## src/rtl/pwm_deadtime.sv

```systemverilog
// pwm_deadtime: complementary PWM pair with dead-time insertion.
//   The duty word is shadow-latched at each period boundary, so a duty input
//   that changes mid-period never produces a runt pulse. A prescaler sets the
//   PWM tick rate.
// Parameters:
//   N    - duty / period-counter width (period = 2^N-1 ticks)
//   P    - prescaler control width
//   DEAD - dead time in CLK cycles (0..15); both outputs low during it
// Ports:
//   CLK        in   system clock, rising edge
//   N_RESET    in   asynchronous active-low reset
//   DUTY       in   requested duty (N bits)
//   DIV        in   prescaler; one PWM tick every DIV+1 clocks (P bits)
//   EN         in   run enable
//   PWM_H      out  high-side drive, registered
//   PWM_L      out  low-side drive, registered
//   PERIOD_END out  one-clock pulse on the last tick of each period
//   DUTY_ACT   out  duty currently in force (shadow register)
module pwm_deadtime #(
  parameter int unsigned N    = 8,
  parameter int unsigned P    = 4,
  parameter int unsigned DEAD = 2
) (
  input  logic         CLK,
  input  logic         N_RESET,
  input  logic [N-1:0] DUTY,
  input  logic [P-1:0] DIV,
  input  logic         EN,
  output logic         PWM_H,
  output logic         PWM_L,
  output logic         PERIOD_END,
  output logic [N-1:0] DUTY_ACT
);

  localparam int unsigned  DW        = 4;
  // Last counter value of a period: 2^N-2 (all ones except the LSB).
  localparam logic [N-1:0] CNT_LAST  = {{(N-1){1'b1}}, 1'b0};
  localparam bit           DEAD_ZERO = (DEAD == 0);
  localparam logic [DW-1:0] DC_LAST  = DW'((DEAD == 0) ? 0 : DEAD - 1);

  typedef enum logic [1:0] {
    IDLE,
    DEAD_WAIT,
    HIGH_ON,
    LOW_ON
  } state_t;

  logic [P-1:0]  pre;
  logic [N-1:0]  cnt;
  state_t        state;
  logic          target;
  logic [DW-1:0] dc;

  logic tick_c;
  logic last_c;
  logic raw_c;

  // >= rather than == so a DIV decrease below the current prescale count
  // ticks immediately instead of running round the full 2^P range.
  assign tick_c = EN && (pre >= DIV);
  assign last_c = tick_c && (cnt == CNT_LAST);
  assign raw_c  = EN && (cnt < DUTY_ACT);

  // Prescaler and period counter.
  always_ff @(posedge CLK or negedge N_RESET) begin
    if (!N_RESET) begin
      pre <= '0;
      cnt <= '0;
    end else if (!EN) begin
      pre <= '0;
      cnt <= '0;
    end else if (tick_c) begin
      pre <= '0;
      cnt <= (cnt == CNT_LAST) ? '0 : cnt + 1'b1;
    end else begin
      pre <= pre + 1'b1;
    end
  end

  // Shadow duty and period-end pulse; while disabled the shadow tracks DUTY.
  always_ff @(posedge CLK or negedge N_RESET) begin
    if (!N_RESET) begin
      PERIOD_END <= 1'b0;
      DUTY_ACT   <= '0;
    end else begin
      PERIOD_END <= last_c;
      if (!EN || last_c) begin
        DUTY_ACT <= DUTY;
      end
    end
  end

  // Dead-time FSM; outputs are registered alongside the state.
  always_ff @(posedge CLK or negedge N_RESET) begin
    if (!N_RESET) begin
      state  <= IDLE;
      target <= 1'b0;
      dc     <= '0;
      PWM_H  <= 1'b0;
      PWM_L  <= 1'b0;
    end else if (!EN) begin
      state <= IDLE;
      dc    <= '0;
      PWM_H <= 1'b0;
      PWM_L <= 1'b0;
    end else begin
      unique case (state)
        IDLE: begin
          state  <= DEAD_WAIT;
          target <= raw_c;
          dc     <= '0;
          PWM_H  <= 1'b0;
          PWM_L  <= 1'b0;
        end

        DEAD_WAIT: begin
          PWM_H <= 1'b0;
          PWM_L <= 1'b0;
          if (raw_c != target) begin
            // Request flipped during the gap: restart the dead time.
            target <= raw_c;
            dc     <= '0;
          end else if (DEAD_ZERO || (dc == DC_LAST)) begin
            state <= target ? HIGH_ON : LOW_ON;
            PWM_H <= target;
            PWM_L <= !target;
          end else begin
            dc <= dc + 1'b1;
          end
        end

        HIGH_ON: begin
          if (!raw_c) begin
            PWM_H  <= 1'b0;
            target <= 1'b0;
            dc     <= '0;
            if (DEAD_ZERO) begin
              state <= LOW_ON;
              PWM_L <= 1'b1;
            end else begin
              state <= DEAD_WAIT;
            end
          end
        end

        LOW_ON: begin
          if (raw_c) begin
            PWM_L  <= 1'b0;
            target <= 1'b1;
            dc     <= '0;
            if (DEAD_ZERO) begin
              state <= HIGH_ON;
              PWM_H <= 1'b1;
            end else begin
              state <= DEAD_WAIT;
            end
          end
        end

        default: begin
          state <= IDLE;
          PWM_H <= 1'b0;
          PWM_L <= 1'b0;
        end
      endcase
    end
  end

  // Shoot-through guard: the two sides must never be driven together.
  a_no_overlap: assert property (@(posedge CLK) disable iff (!N_RESET) !(PWM_H && PWM_L));

endmodule

```

## config.mk

```make
export PLATFORM = sky130hd
export DESIGN_NAME = pwm_deadtime
export DESIGN_NICKNAME = d
export VERILOG_FILES = /design/src/rtl/pwm_deadtime.sv
export SDC_FILE = /design/constraint.sdc
export NUM_CORES = 1
export LEC_CHECK = 0
export BUFFER_PORTS_ARGS = -buffer_cell sky130_fd_sc_hd__buf_2
export CAP_MARGIN = 0
export CORE_MARGIN = 2
export CORE_UTILIZATION = 35
export DETAILED_ROUTE_END_ITERATION = 8
export SLEW_MARGIN = 10
export SYNTH_ARGS = -nofsm -noshare
export SYNTH_HDL_FRONTEND = slang
export SYNTH_SLANG_ARGS = --single-unit
```

## constraint.sdc

```tcl
create_clock -name CLK -period 2.15 [get_ports CLK]
set_input_delay 0.43 -clock CLK [delete_from_list [all_inputs] [get_ports CLK]]
set_output_delay 0.43 -clock CLK [all_outputs]
set_load 0.01 [all_outputs]
```

## Yosys cells after proc, flatten, opt, wreduce, memory -nomap -nowiden

Cells that the tools add are included.

- Logic and storage cells: 74
- Bits of input ports: 15
- Output and inout bits: 11
- Register bits after elaboration: 30

- Muxes and demuxes: 31
- Add/subtract/negate cells: 3
- Reductions and logical operators: 12
- Equal/unequal tests: 17
- Magnitude comparators: 2

Operator list:

| kind | count |
|---|---|
| $mux 4 | 7 |
| $mux 8 | 3 |
| $pmux 4 s4 | 1 |
| $ne 3x3->1 const B | 4 |
| $mux 1 | 11 |
| $mux 2 | 5 |
| $add 4x1->4 const B | 2 |
| $add 8x1->8 const B | 1 |
| $eq 8x8->1 const B | 1 |
| $lt 8x8->1 | 1 |
| $ne 4x1->1 const B | 2 |
| $pmux 2 s4 | 1 |
| $reduce_and 4->1 | 2 |
| $ne 2x2->1 const B | 3 |
| $pmux 1 s3 | 2 |
| $eq 2x2->1 const B | 2 |
| $eq 4x1->1 const B | 1 |
| $ge 4x4->1 | 1 |
| $ne 4x4->1 const B | 1 |
| $pmux 1 s4 | 1 |
| $reduce_and 2->1 | 2 |
| $logic_and 1x1->1 | 3 |
| $reduce_and 3->1 | 1 |
| $eq 2x1->1 const B | 1 |
| other kinds (5) | 6 |

## Logic depth before layout (Yosys ltp)

Gate-level depths: netlist of the first run.

- Depth after elaboration: 6
- Depth in mapped cells: 9
- Gate-level depth less buffers: 8

## Least setup slack after synthesis of the first run

OpenSTA, ideal clock, no wires.

- Kind: flip-flop to flip-flop
- From: register DUTY_ACT[7]
- To: register dc[1]
- Path slack: -0.073 ns
- Arrival: 2.095 ns
- Cell stages (with the launch flop): 9
- Data required time: 2.023 ns
- Buffers on the path: 1
- Setup time: 0.127 ns
- Cell sequence: dfrtp_1 > inv_1 > ha_1 > and3_1 > or4b_1 > buf_6 > a22o_1 > nand2_4 > mux2_1

- Cells in the longest elaborated chain, start to end: 6

Ends and longest elaborated chain:

| element | line | source |
|---|---|---|
| from (decl) | 32 | `output logic [N-1:0] DUTY_ACT` |
| from (signal assigned) | 84 | `DUTY_ACT <= '0;` |
| from (signal assigned) | 88 | `DUTY_ACT <= DUTY;` |
| $lt 8x8->1 * | 62 | `assign raw_c = EN && (cnt < DUTY_ACT);` |
| $logic_and 1x1->1 * | 62 |  |
| $ne 1x1->1 | 119 | `if (raw_c != target) begin` |
| $mux 4 | 119 |  |
| $pmux 4 s4 | 107 | `unique case (state)` |
| $mux 4 | 101 | `end else if (!EN) begin` |
| to (signal assigned) | 128 | `dc <= dc + 1'b1;` |
| to (decl) | 52 | `logic [DW-1:0] dc;` |

Mark *: on every way between the ends. The rest lies on a longest branch, timed or not.
A chain may end at the register's enable or synchronous reset.

## Worst setup path after layout of the first run

- From: register DUTY_ACT[6]
- To: register dc[1]

The elaborated chain is that of the path after synthesis.

==> impl_metrics.tcl, run 1 <==
set metrics [dict create \
    num_rows 25 \
    ys_types 45 \
    intPower_mw 1.204 \
    hold_path.class "input pin to async pin" \
    grt_antenna_before_repair 0 \
    period_share 0.9931 \
    syn_to_final_growth_pct 27.95 \
    synth_edf_count 0 \
    p_comb_frac 0.149 \
    synthFlopType "dfrtp_1" \
    crit_path_end_kind "flip-flop" \
    seq_power_share 0.396 \
    max_slew_margin 0.5460 \
    ioPinCount 26 \
    seq_area_frac_synth 0.4246 \
    dr.pass1.iters 4 \
    cp_max_fo 6 \
    grt_first_pass_wirelength_mm 5.789 \
    fin_area_mm2 0.002262 \
    cp-start-kind "flip-flop" \
    power.switching_uw 373.3 \
    route.vias.total 1407 \
    synth_warnings 0 \
    drt-initial-drc-count 66 \
    place_area_mm2 0.002083 \
    initial_core_util 0.3694 \
    n_antenna_cell 0 \
    dp_hpwl_mm 2.621 \
    drive_above_1_share 0.2982 \
    track_usage 0.1368 \
    clock_latency_ps 290 \
    power.density_mw_per_mm2 697.2 \
    fin_crit_ps 2135 \
    final_common_cell "dfrtp_1" \
    port-buffer-count 25 \
    cpPeakStageDelay_ps 500 \
    power_frac_clock 0.454 \
    rsz0062_at_grt "yes" \
    vias_per_cell 4.937 \
    drtAntennaViolNets 0 \
    final_cells 285 \
    cts.sinks 30 \
    cp_top_family "simple AND/OR/NAND/NOR gates" \
    maxCapViolCount 0 \
    run_status "completed" \
    die_area_mm2 0.005636 \
    p_leak_nw 1.132 \
    h-tree-depth 2 \
    nFillCells 452 \
    vdd_drop_max_mv 0.3163 \
    ys_seq_elements 30 \
    cts_buffers 5 \
    drc 0 \
    fmax_mhz 468.4 \
    die_w_um 75.07 \
    syn-num-nets 204 \
    worstPathBufferInverterCount 1 \
    crit_slowest_cell "or4b_4" \
    required_ps 2320 \
    cts_buffer_depth 2 \
    syn-cell-area_mm2 0.001768 \
    swShare 0.2367 \
    tritoncts "built" \
    placed_cells 275 \
    path_clk_slew_ps 70 \
    async_flop_share 1.000 \
    core-area_mm2 0.004786 \
    setup_viol 0 \
    grt_pass1_vias 1282 \
    slew_violations 0 \
    synthCells 173 \
    grt_overflow 0 \
    final_cell_mix "dfrtp_1, buf_2, buf_4, inv_1, ha_1" \
    final_nets 248 \
    tns_ps 0 \
    critical_path_class "flip-flop to flip-flop" \
    routed_wl_mm 3.565 \
    worstMarginPinSlew_ps 681.0 \
    regToRegSetupSlack_ps 10 \
    hold_violations 0 \
    worstPathCellList "inv_1, ha_4, and3_4, or4b_4, a22o_1, nand2_4, mux2_4" \
    cp.arrival_ps 2310 \
    syn_area_per_cell_um2 10.22 \
    cts-root-buf "clkbuf_8" \
    post_drt_wl_per_cell_um 12.51 \
    die_h_um 75.07 \
    grt_max_degree 31 \
    place_congestion 0.7417 \
    clock_skew_ps 7.083 \
]
[worst paths after layout]
check                                   startpoint                      end  cells after the start
setup / recovery           DUTY_ACT[6]$_DFFE_PN0P_        dc[1]$_DFFE_PN0P_                      7
setup reg to reg           DUTY_ACT[6]$_DFFE_PN0P_        dc[1]$_DFFE_PN0P_                      7
max in group asynchronous                  N_RESET        dc[2]$_DFFE_PN0P_                      1
hold / removal                             N_RESET        dc[3]$_DFFE_PN0P_                      1
hold reg to reg            DUTY_ACT[2]$_DFFE_PN0P_  DUTY_ACT[2]$_DFFE_PN0P_                      1
min in group CLK                           DUTY[7]  DUTY_ACT[7]$_DFFE_PN0P_                      2
[Yosys cell counts (2+ instances only)]
cell / instances / area share
nor2_1: 10 / 0.021
inv_1: 15 / 0.032
nor3b_1: 4 / 0.017
nand2_1: 12 / 0.025
mux2_1: 9 / 0.057
a22o_1: 5 / 0.025
ha_1: 16 / 0.11
nand4_1: 2 / 0.0071
xor2_1: 2 / 0.0099
dfrtp_1: 30 / 0.42
and2_1: 2 / 0.0071
and3_1: 4 / 0.014
a21o_1: 4 / 0.017
nor3_1: 5 / 0.014
o22a_1: 2 / 0.0099
clkbuf_1: 2 / 0.0042
nand2b_1: 2 / 0.0071
xnor2_1: 3 / 0.015
a21oi_1: 7 / 0.020
a221o_1: 2 / 0.011
o21a_1: 2 / 0.0085
nand3_1: 10 / 0.028
[logic make-up (layout without fill, tap and decap cells)]
family	Yosys count	in the layout	share of synthesized area
xor+xnor	5	5	0.02477
mux	10	10	0.06299
flops	30	30	0.4246
simple gates	58	58	0.1748
buf+inv	20	65	0.04741
compound gates	34	34	0.1522
fa+ha+maj	16	16	0.1132
[per-layer routing]
metal / up-vias / global-route usage / part of all wire
met3: 8 / 0.03614 / 0.031
met1: 666 / 0.1886 / 0.48
met5: - / 0 / 0
met2: 19 / 0.2047 / 0.48
li1: 714 / - / -
met4: 0 / 0.05357 / 0.017
[power groups by stage]
stage | Sequential [mW] | Combinational, mW | Clock (mW)
finish | 0.625 | 0.236 | 0.717
global route | 0.630 | 0.267 | 0.763
CTS | 0.625 | 0.227 | 0.733
detailed placement | 0.636 | 0.225 | 0
global placement | 0.635 | 0.223 | 0
floorplan | 0.639 | 0.131 | 0
[worst register-to-register path: stages (launching register included)]
cell	delay (ps)
dfrtp_1	360
inv_1	70
ha_4	270
and3_4	180
or4b_4	500
a22o_1	280
nand2_4	80
mux2_4	290
[final cells by class]
| class | count | area (um2) | area share |
|---|---|---|---|
| clock buffers | 6 | 82.58 | 0.03650 |
| clock inverters | 2 | 60.06 | 0.02655 |
| inverters | 16 | 60.06 | 0.02655 |
| multi-input cells | 123 | 979.7 | 0.4331 |
| flip-flops and latches | 30 | 750.7 | 0.3319 |
| well taps | 67 | 83.83 | 0.03706 |
| repair buffers | 41 | 245.2 | 0.1084 |
[state kept, by name, summed over array words and instances, names as in the netlist]
name / flops
DUTY_ACT: 8
PERIOD_END: 1
PWM_H: 1
PWM_L: 1
cnt: 8
dc: 4
pre: 4
state: 2
target: 1
[timing repair]
item | 4_1_cts | 5_1_grt
setup endpoints to repair | 0 | 4
hold buffers | 0 | 0
buffers inserted | 0 | 2
gates resized for setup | 0 | 4
[through the flow]
step	utilization	setup WS (ps)	hold WS [ps]	power (mW)
final	0.4727	14.88	177.5	1.577
after CTS	0.4651	31.65	215.9	1.585
after detailed placement	0.4353	-20.54	493.6	0.8613
after floorplan	-	-41.04	134.4	0.7701
after global routing	0.4727	-54.67	242.2	1.660
after global placement	0.4353	13.81	488.1	0.8577
Note: power is estimated with default switching activity, not from simulation.
==> run 2: changes to the inputs <==
--- a/config.mk
+++ b/config.mk
@@ -5,11 +5,13 @@
 export SDC_FILE = /design/constraint.sdc
 export NUM_CORES = 1
 export LEC_CHECK = 0
-export BUFFER_PORTS_ARGS = -buffer_cell sky130_fd_sc_hd__buf_2
 export CAP_MARGIN = 0
+export CORE_ASPECT_RATIO = 1.25
 export CORE_MARGIN = 2
 export CORE_UTILIZATION = 35
 export DETAILED_ROUTE_END_ITERATION = 8
+export DONT_BUFFER_PORTS = 1
+export HOLD_SLACK_MARGIN = 0.02
 export SLEW_MARGIN = 10
 export SYNTH_ARGS = -nofsm -noshare
 export SYNTH_HDL_FRONTEND = slang
==> run 2 against run 1 <==
  * Count of clock-buffer cells in the layout increased by 2
  * Hold slack improved by 96 ps
  * Via count decreased by 2.3%
  * The run now ends with setup timing left
  * Non-clock buffer count decreased by 14
  * Global-route usage increased by 0.78 points
  * Highest routed layer unchanged
  * Clock power decreased by 26%
  * Sequential power about the same
  * Worst setup slack got worse by 29 ps
  * Largest power group is now sequential cells
  * Sequential cell count unchanged
  * Combinational power increased by 4%
  * Register-to-register slack got worse by 30 ps
==> impl_metrics.tcl, run 2 (synthesis results as in run 1) <==
set metrics [dict create \
    run_status "complete, but fails checks" \
    violations "setup timing" \
    maxCapViolCount 0 \
    tritoncts "built" \
    pre_cts_ws_ps 28.94 \
    ioPinCount 26 \
    drc 0 \
    place_congestion 0.8232 \
    register_area_um2 750.7 \
    tns_ps -14.00 \
    port-buffer-count 0 \
    setup_viol 1 \
    period_share 1.007 \
    grt_first_pass_wirelength_mm 6.251 \
    grt_antenna_before_repair 0 \
    worstMarginPinSlew_ps 331.9 \
    final_common_cell "dfrtp_1" \
    track_usage 0.1445 \
    initial_core_util 0.3684 \
    dr.pass1.iters 4 \
    critical_path_class "flip-flop to flip-flop" \
    cts_buffers 5 \
    clock_latency_ps 280 \
    slew_violations 0 \
    syn_to_final_growth_pct 25.83 \
    num_rows 28 \
    h-tree-depth 2 \
    post_drt_wl_per_cell_um 14.00 \
    cp_max_fo 6 \
    max_slew_margin 0.7779 \
    drive_above_1_share 0.2598 \
    final_cell_mix "dfrtp_1, buf_4, ha_1, inv_1, nand2_1" \
    grt_pass1_vias 1435 \
    hold_violations 0 \
    grt_overflow 0 \
    cp-start-kind "flip-flop" \
    cts_buffer_depth 2 \
    crit_path_end_kind "flip-flop" \
    cts.sinks 30 \
    clock_skew_ps 3.189 \
    routed_wl_mm 3.697 \
    n_antenna_cell 0 \
    vdd_drop_max_mv 0.3047 \
    die_area_mm2 0.005639 \
    cts-root-buf "clkbuf_8" \
    hold_path.class "input pin to flip-flop" \
    use_met2 0.2282 \
    final_nets 234 \
    path_clk_slew_ps 60 \
    rsz0062_at_grt "yes" \
    die_w_um 67.57 \
    nFillCells 456 \
    fmax_mhz 462.1 \
    cpPeakStageDelay_ps 510 \
    cp.arrival_ps 2330 \
    fin_crit_ps 2164 \
    required_ps 2310 \
    crit_slowest_cell "or4b_4" \
    p_leak_nw 1.075 \
    worstPathCellList "ha_4, and3_4, or4b_4, a22o_1, nand2_4, mux2_4" \
    drt-initial-drc-count 81 \
    route.vias.total 1375 \
    met3_usage 0.04453 \
    core-area_mm2 0.004800 \
    busiest_layer "met2" \
    top_regs "DUTY_ACT: 8 flops, cnt: 8 flops" \
    power.density_mw_per_mm2 629.2 \
    regToRegSetupSlack_ps -10 \
    multiInputGateArea_mm2 0.001007 \
    worst_slack_ps -14.00 \
    vias_per_cell 5.208 \
    grt_max_degree 31 \
    dp_hpwl_mm 2.634 \
    drtAntennaViolNets 0 \
    met1_usage 0.1779 \
    die_h_um 83.46 \
]
[run 2: through the flow]
| step | power, mW | hold WS, ps | instance area [um2] | instances | utilization |
|---|---|---|---|---|---|
| 3_5_place_dp | 0.8429 | 135.3 | 1987 | 248 | 0.4140 |
| 6_report | 1.400 | 273.2 | 2225 | 264 | 0.4635 |
| 4_1_cts | 1.402 | 261.2 | 2127 | 258 | 0.4432 |
| 2_1_floorplan | 0.7701 | 134.4 | 1793 | 173 | - |
| 5_1_grt | 1.478 | 253.4 | 2225 | 264 | 0.4635 |
| 3_3_place_gp | 0.8404 | 135.4 | 1987 | 248 | 0.4140 |
[run 2: final cells by class]
class | count | share of cell area
multi-input cells | 123 | 0.4528
inverters | 16 | 0.02700
repair buffers | 27 | 0.09955
flip-flops and latches | 30 | 0.3375
clock buffers | 8 | 0.04949
well taps | 60 | 0.03375
[run 2: timing repair]
| action | 4_1_cts | 5_1_grt |
|---|---|---|
| hold buffers | 2 | 0 |
| hold endpoints to repair | 30 | 0 |
| endpoints found under the setup margin | 0 | 7 |
| buffers inserted | 0 | 6 |
| resized for setup | 0 | 10 |
[run 2: routing by layer]
layer	up-vias	share of wire
met2	22	0.52
met3	2	0.048
li1	679	-
met4	0	0.0081
met5	-	0
met1	672	0.43
[run 2: power breakdown]
| group | total, mW | leakage (nW) | internal (mW) | switching, mW |
|---|---|---|---|---|
| Combinational | 0.246 | 0.628 | 0.120 | 0.126 |
| Sequential | 0.625 | 0.390 | 0.597 | 0.0279 |
| Clock | 0.529 | 0.0575 | 0.323 | 0.206 |
| Total | 1.40 | 1.08 | 1.04 | 0.360 |
[run 2: path summary, 6_finish.rpt]
kind / from / to / depth (start not counted)
worst max-delay path: cnt[6]$_DFFE_PN0P_ / dc[1]$_DFFE_PN0P_ / 6
worst min-delay path: EN / PWM_H$_DFFE_PN0P_ / 1
worst min register to register: pre[0]$_DFF_PN0_ / pre[0]$_DFF_PN0_ / 2
min in group asynchronous: N_RESET / PWM_L$_DFFE_PN0P_ / 2
max in group asynchronous: N_RESET / cnt[2]$_DFFE_PN0P_ / 2
worst max register to register: cnt[6]$_DFFE_PN0P_ / dc[1]$_DFFE_PN0P_ / 6
[run 2: worst max-delay path, delay by kind of cell (launching register included)]
family          cells  cell delay (ps)
flops               1              410
compound gates      1              290
mux                 1              290
fa+ha+maj           1              280
simple gates        3              780
==> run 3: changes to the inputs <==
--- a/config.mk
+++ b/config.mk
@@ -12,6 +12,7 @@
 export DETAILED_ROUTE_END_ITERATION = 8
 export DONT_BUFFER_PORTS = 1
 export HOLD_SLACK_MARGIN = 0.02
+export RECOVER_POWER = 25
 export SLEW_MARGIN = 10
 export SYNTH_ARGS = -nofsm -noshare
 export SYNTH_HDL_FRONTEND = slang
==> run 3 against run 2 <==
  * The run still ends with setup timing left
  * Die area unchanged
  * Register-to-register slack about the same
  * Non-clock buffer count is the same
  * Count of clock-buffer cells in the layout stayed put
  * First-iteration DRC count unchanged
  * Hold slack is essentially flat
  * Sequential power barely moved
  * Clock skew barely moved
  * Via count is 0.22% higher
  * Final cell count stayed put
  * Largest cell class unchanged
==> impl_metrics.tcl, run 3 (synthesis results as in run 1) <==
set metrics [dict create \
    run_status "complete, but fails checks" \
    violations "setup timing" \
    setup_viol 1 \
    dp_hpwl_mm 2.634 \
    final_nets 234 \
    drtAntennaViolNets 0 \
    vias_per_cell 5.220 \
    grt_overflow 0 \
    crit_slowest_cell "or4b_4" \
    grt_max_degree 31 \
    track_usage 0.1445 \
    whs_ps 273.1 \
    syn_to_final_growth_pct 24.98 \
    worst_slack_ps -15.03 \
    initial_core_util 0.3684 \
    worstPathCellList "ha_4, and3_4, or4b_4, a22o_1, nand2_4, mux2_4" \
    cpPeakStageDelay_ps 510 \
    final_cell_mix "dfrtp_1, buf_4, ha_1, inv_1, nand2_1" \
    drt-initial-drc-count 81 \
    fmax_mhz 461.9 \
    die_area_mm2 0.005639 \
    maxCapViolCount 0 \
    worstMarginPinSlew_ps 743.8 \
    routed_wl_mm 3.700 \
    cts-root-buf "clkbuf_8" \
    die_h_um 83.46 \
    required_ps 2310 \
    critical_path_class "flip-flop to flip-flop" \
    path_clk_slew_ps 60 \
    max_slew_margin 0.5042 \
    h-tree-depth 2 \
    num_rows 28 \
    nFillCells 457 \
    top_regs "DUTY_ACT: 8 flops, cnt: 8 flops" \
    route.vias.total 1378 \
    cp-start-kind "flip-flop" \
    n_antenna_cell 0 \
    power.density_mw_per_mm2 632.0 \
    grt_pass1_vias 1435 \
    cts.sinks 30 \
    cp_max_fo 6 \
    port-buffer-count 0 \
    dr.pass1.iters 4 \
    p_leak_nw 1.070 \
    cts_buffers 5 \
    period_share 1.007 \
    cts_buffer_depth 2 \
    cp.arrival_ps 2330 \
    tritoncts "built" \
    final_common_cell "dfrtp_1" \
    core-area_mm2 0.004800 \
    power_mw 1.396 \
    clock_latency_ps 280 \
    slew_violations 0 \
    post_drt_wl_per_cell_um 14.02 \
    grt_first_pass_wirelength_mm 6.251 \
    clock_skew_ps 3.052 \
    drc 0 \
    grt_antenna_before_repair 0 \
    hold_violations 0 \
    vdd_drop_max_mv 0.3047 \
    die_w_um 67.57 \
    ioPinCount 26 \
    place_congestion 0.8232 \
    crit_path_end_kind "flip-flop" \
    rsz0062_at_grt "yes" \
    hold_path.class "input pin to flip-flop" \
    drive_above_1_share 0.2598 \
    fin_crit_ps 2165 \
]
[run 3: what timing repair did]
action,4_1_cts,5_1_grt
hold buffers,2,0
setup buffers,0,6
resized for setup,0,10
hold endpoints to repair,30,0
setup endpoints to repair,0,7
[run 3: layer usage]
| metal | vias up | wire length, um | GRT usage |
|---|---|---|---|
| met1 | 675 | 1584 | 0.1779 |
| met5 | - | 0 | 0 |
| met3 | 2 | 179 | 0.04453 |
| met4 | 0 | 30 | 0.06122 |
| met2 | 22 | 1905 | 0.2282 |
| li1 | 679 | - | - |
[run 3: metrics by stage]
| step | cell area, um2 | std cells | utilization | TNS [ps] | worst slack, ps |
|---|---|---|---|---|---|
| global placement | 1987 | 248 | 0.4140 | 0 | 48.43 |
| CTS | 2127 | 258 | 0.4432 | 0 | 8.805 |
| detailed placement | 1987 | 248 | 0.4140 | 0 | 28.94 |
| global route | 2210 | 264 | 0.4604 | -55.76 | -44.52 |
| floorplan | 1793 | 173 | - | -41.04 | -41.04 |
| finish | 2210 | 264 | 0.4604 | -15.03 | -15.03 |
[run 3: worst max-delay path, delay by kind of cell (launching register included)]
family | cells | cell delay (ps)
flip-flops | 1 | 410
AO/OA/AOI/OAI | 1 | 290
multiplexers | 1 | 290
adder cells (fa/ha/maj) | 1 | 280
AND/OR/NAND/NOR | 3 | 780
[run 3: cell type report]
| cell class | instances | area (um2) | area share |
|---|---|---|---|
| clock buffer | 8 | 110.1 | 0.04983 |
| timing repair buffer | 27 | 206.4 | 0.09343 |
| multi-input combinational | 123 | 1007 | 0.4558 |
| inverter | 16 | 60.06 | 0.02718 |
| tap | 60 | 75.07 | 0.03398 |
| sequential | 30 | 750.7 | 0.3398 |
[run 3: path summary, 6_finish.rpt]
check,end,cells past startpoint,slack (ps),from
max in group asynchronous,cnt[2]$_DFFE_PN0P_,2,910,N_RESET
min in group asynchronous,dc[0]$_DFFE_PN0P_,2,770,N_RESET
worst min register to register,pre[0]$_DFF_PN0_,2,550,pre[0]$_DFF_PN0_
worst min-delay path,PWM_H$_DFFE_PN0P_,1,270,EN
worst max register to register,dc[1]$_DFFE_PN0P_,6,-20,cnt[6]$_DFFE_PN0P_
worst max-delay path,dc[1]$_DFFE_PN0P_,6,-20,cnt[6]$_DFFE_PN0P_
[run 3: where the power goes]
group / internal [mW] / switching, mW / total (mW)
sequential: 0.597 / 0.0279 / 0.625
clock: 0.323 / 0.206 / 0.529
combinational: 0.117 / 0.126 / 0.242
total: 1.04 / 0.360 / 1.40
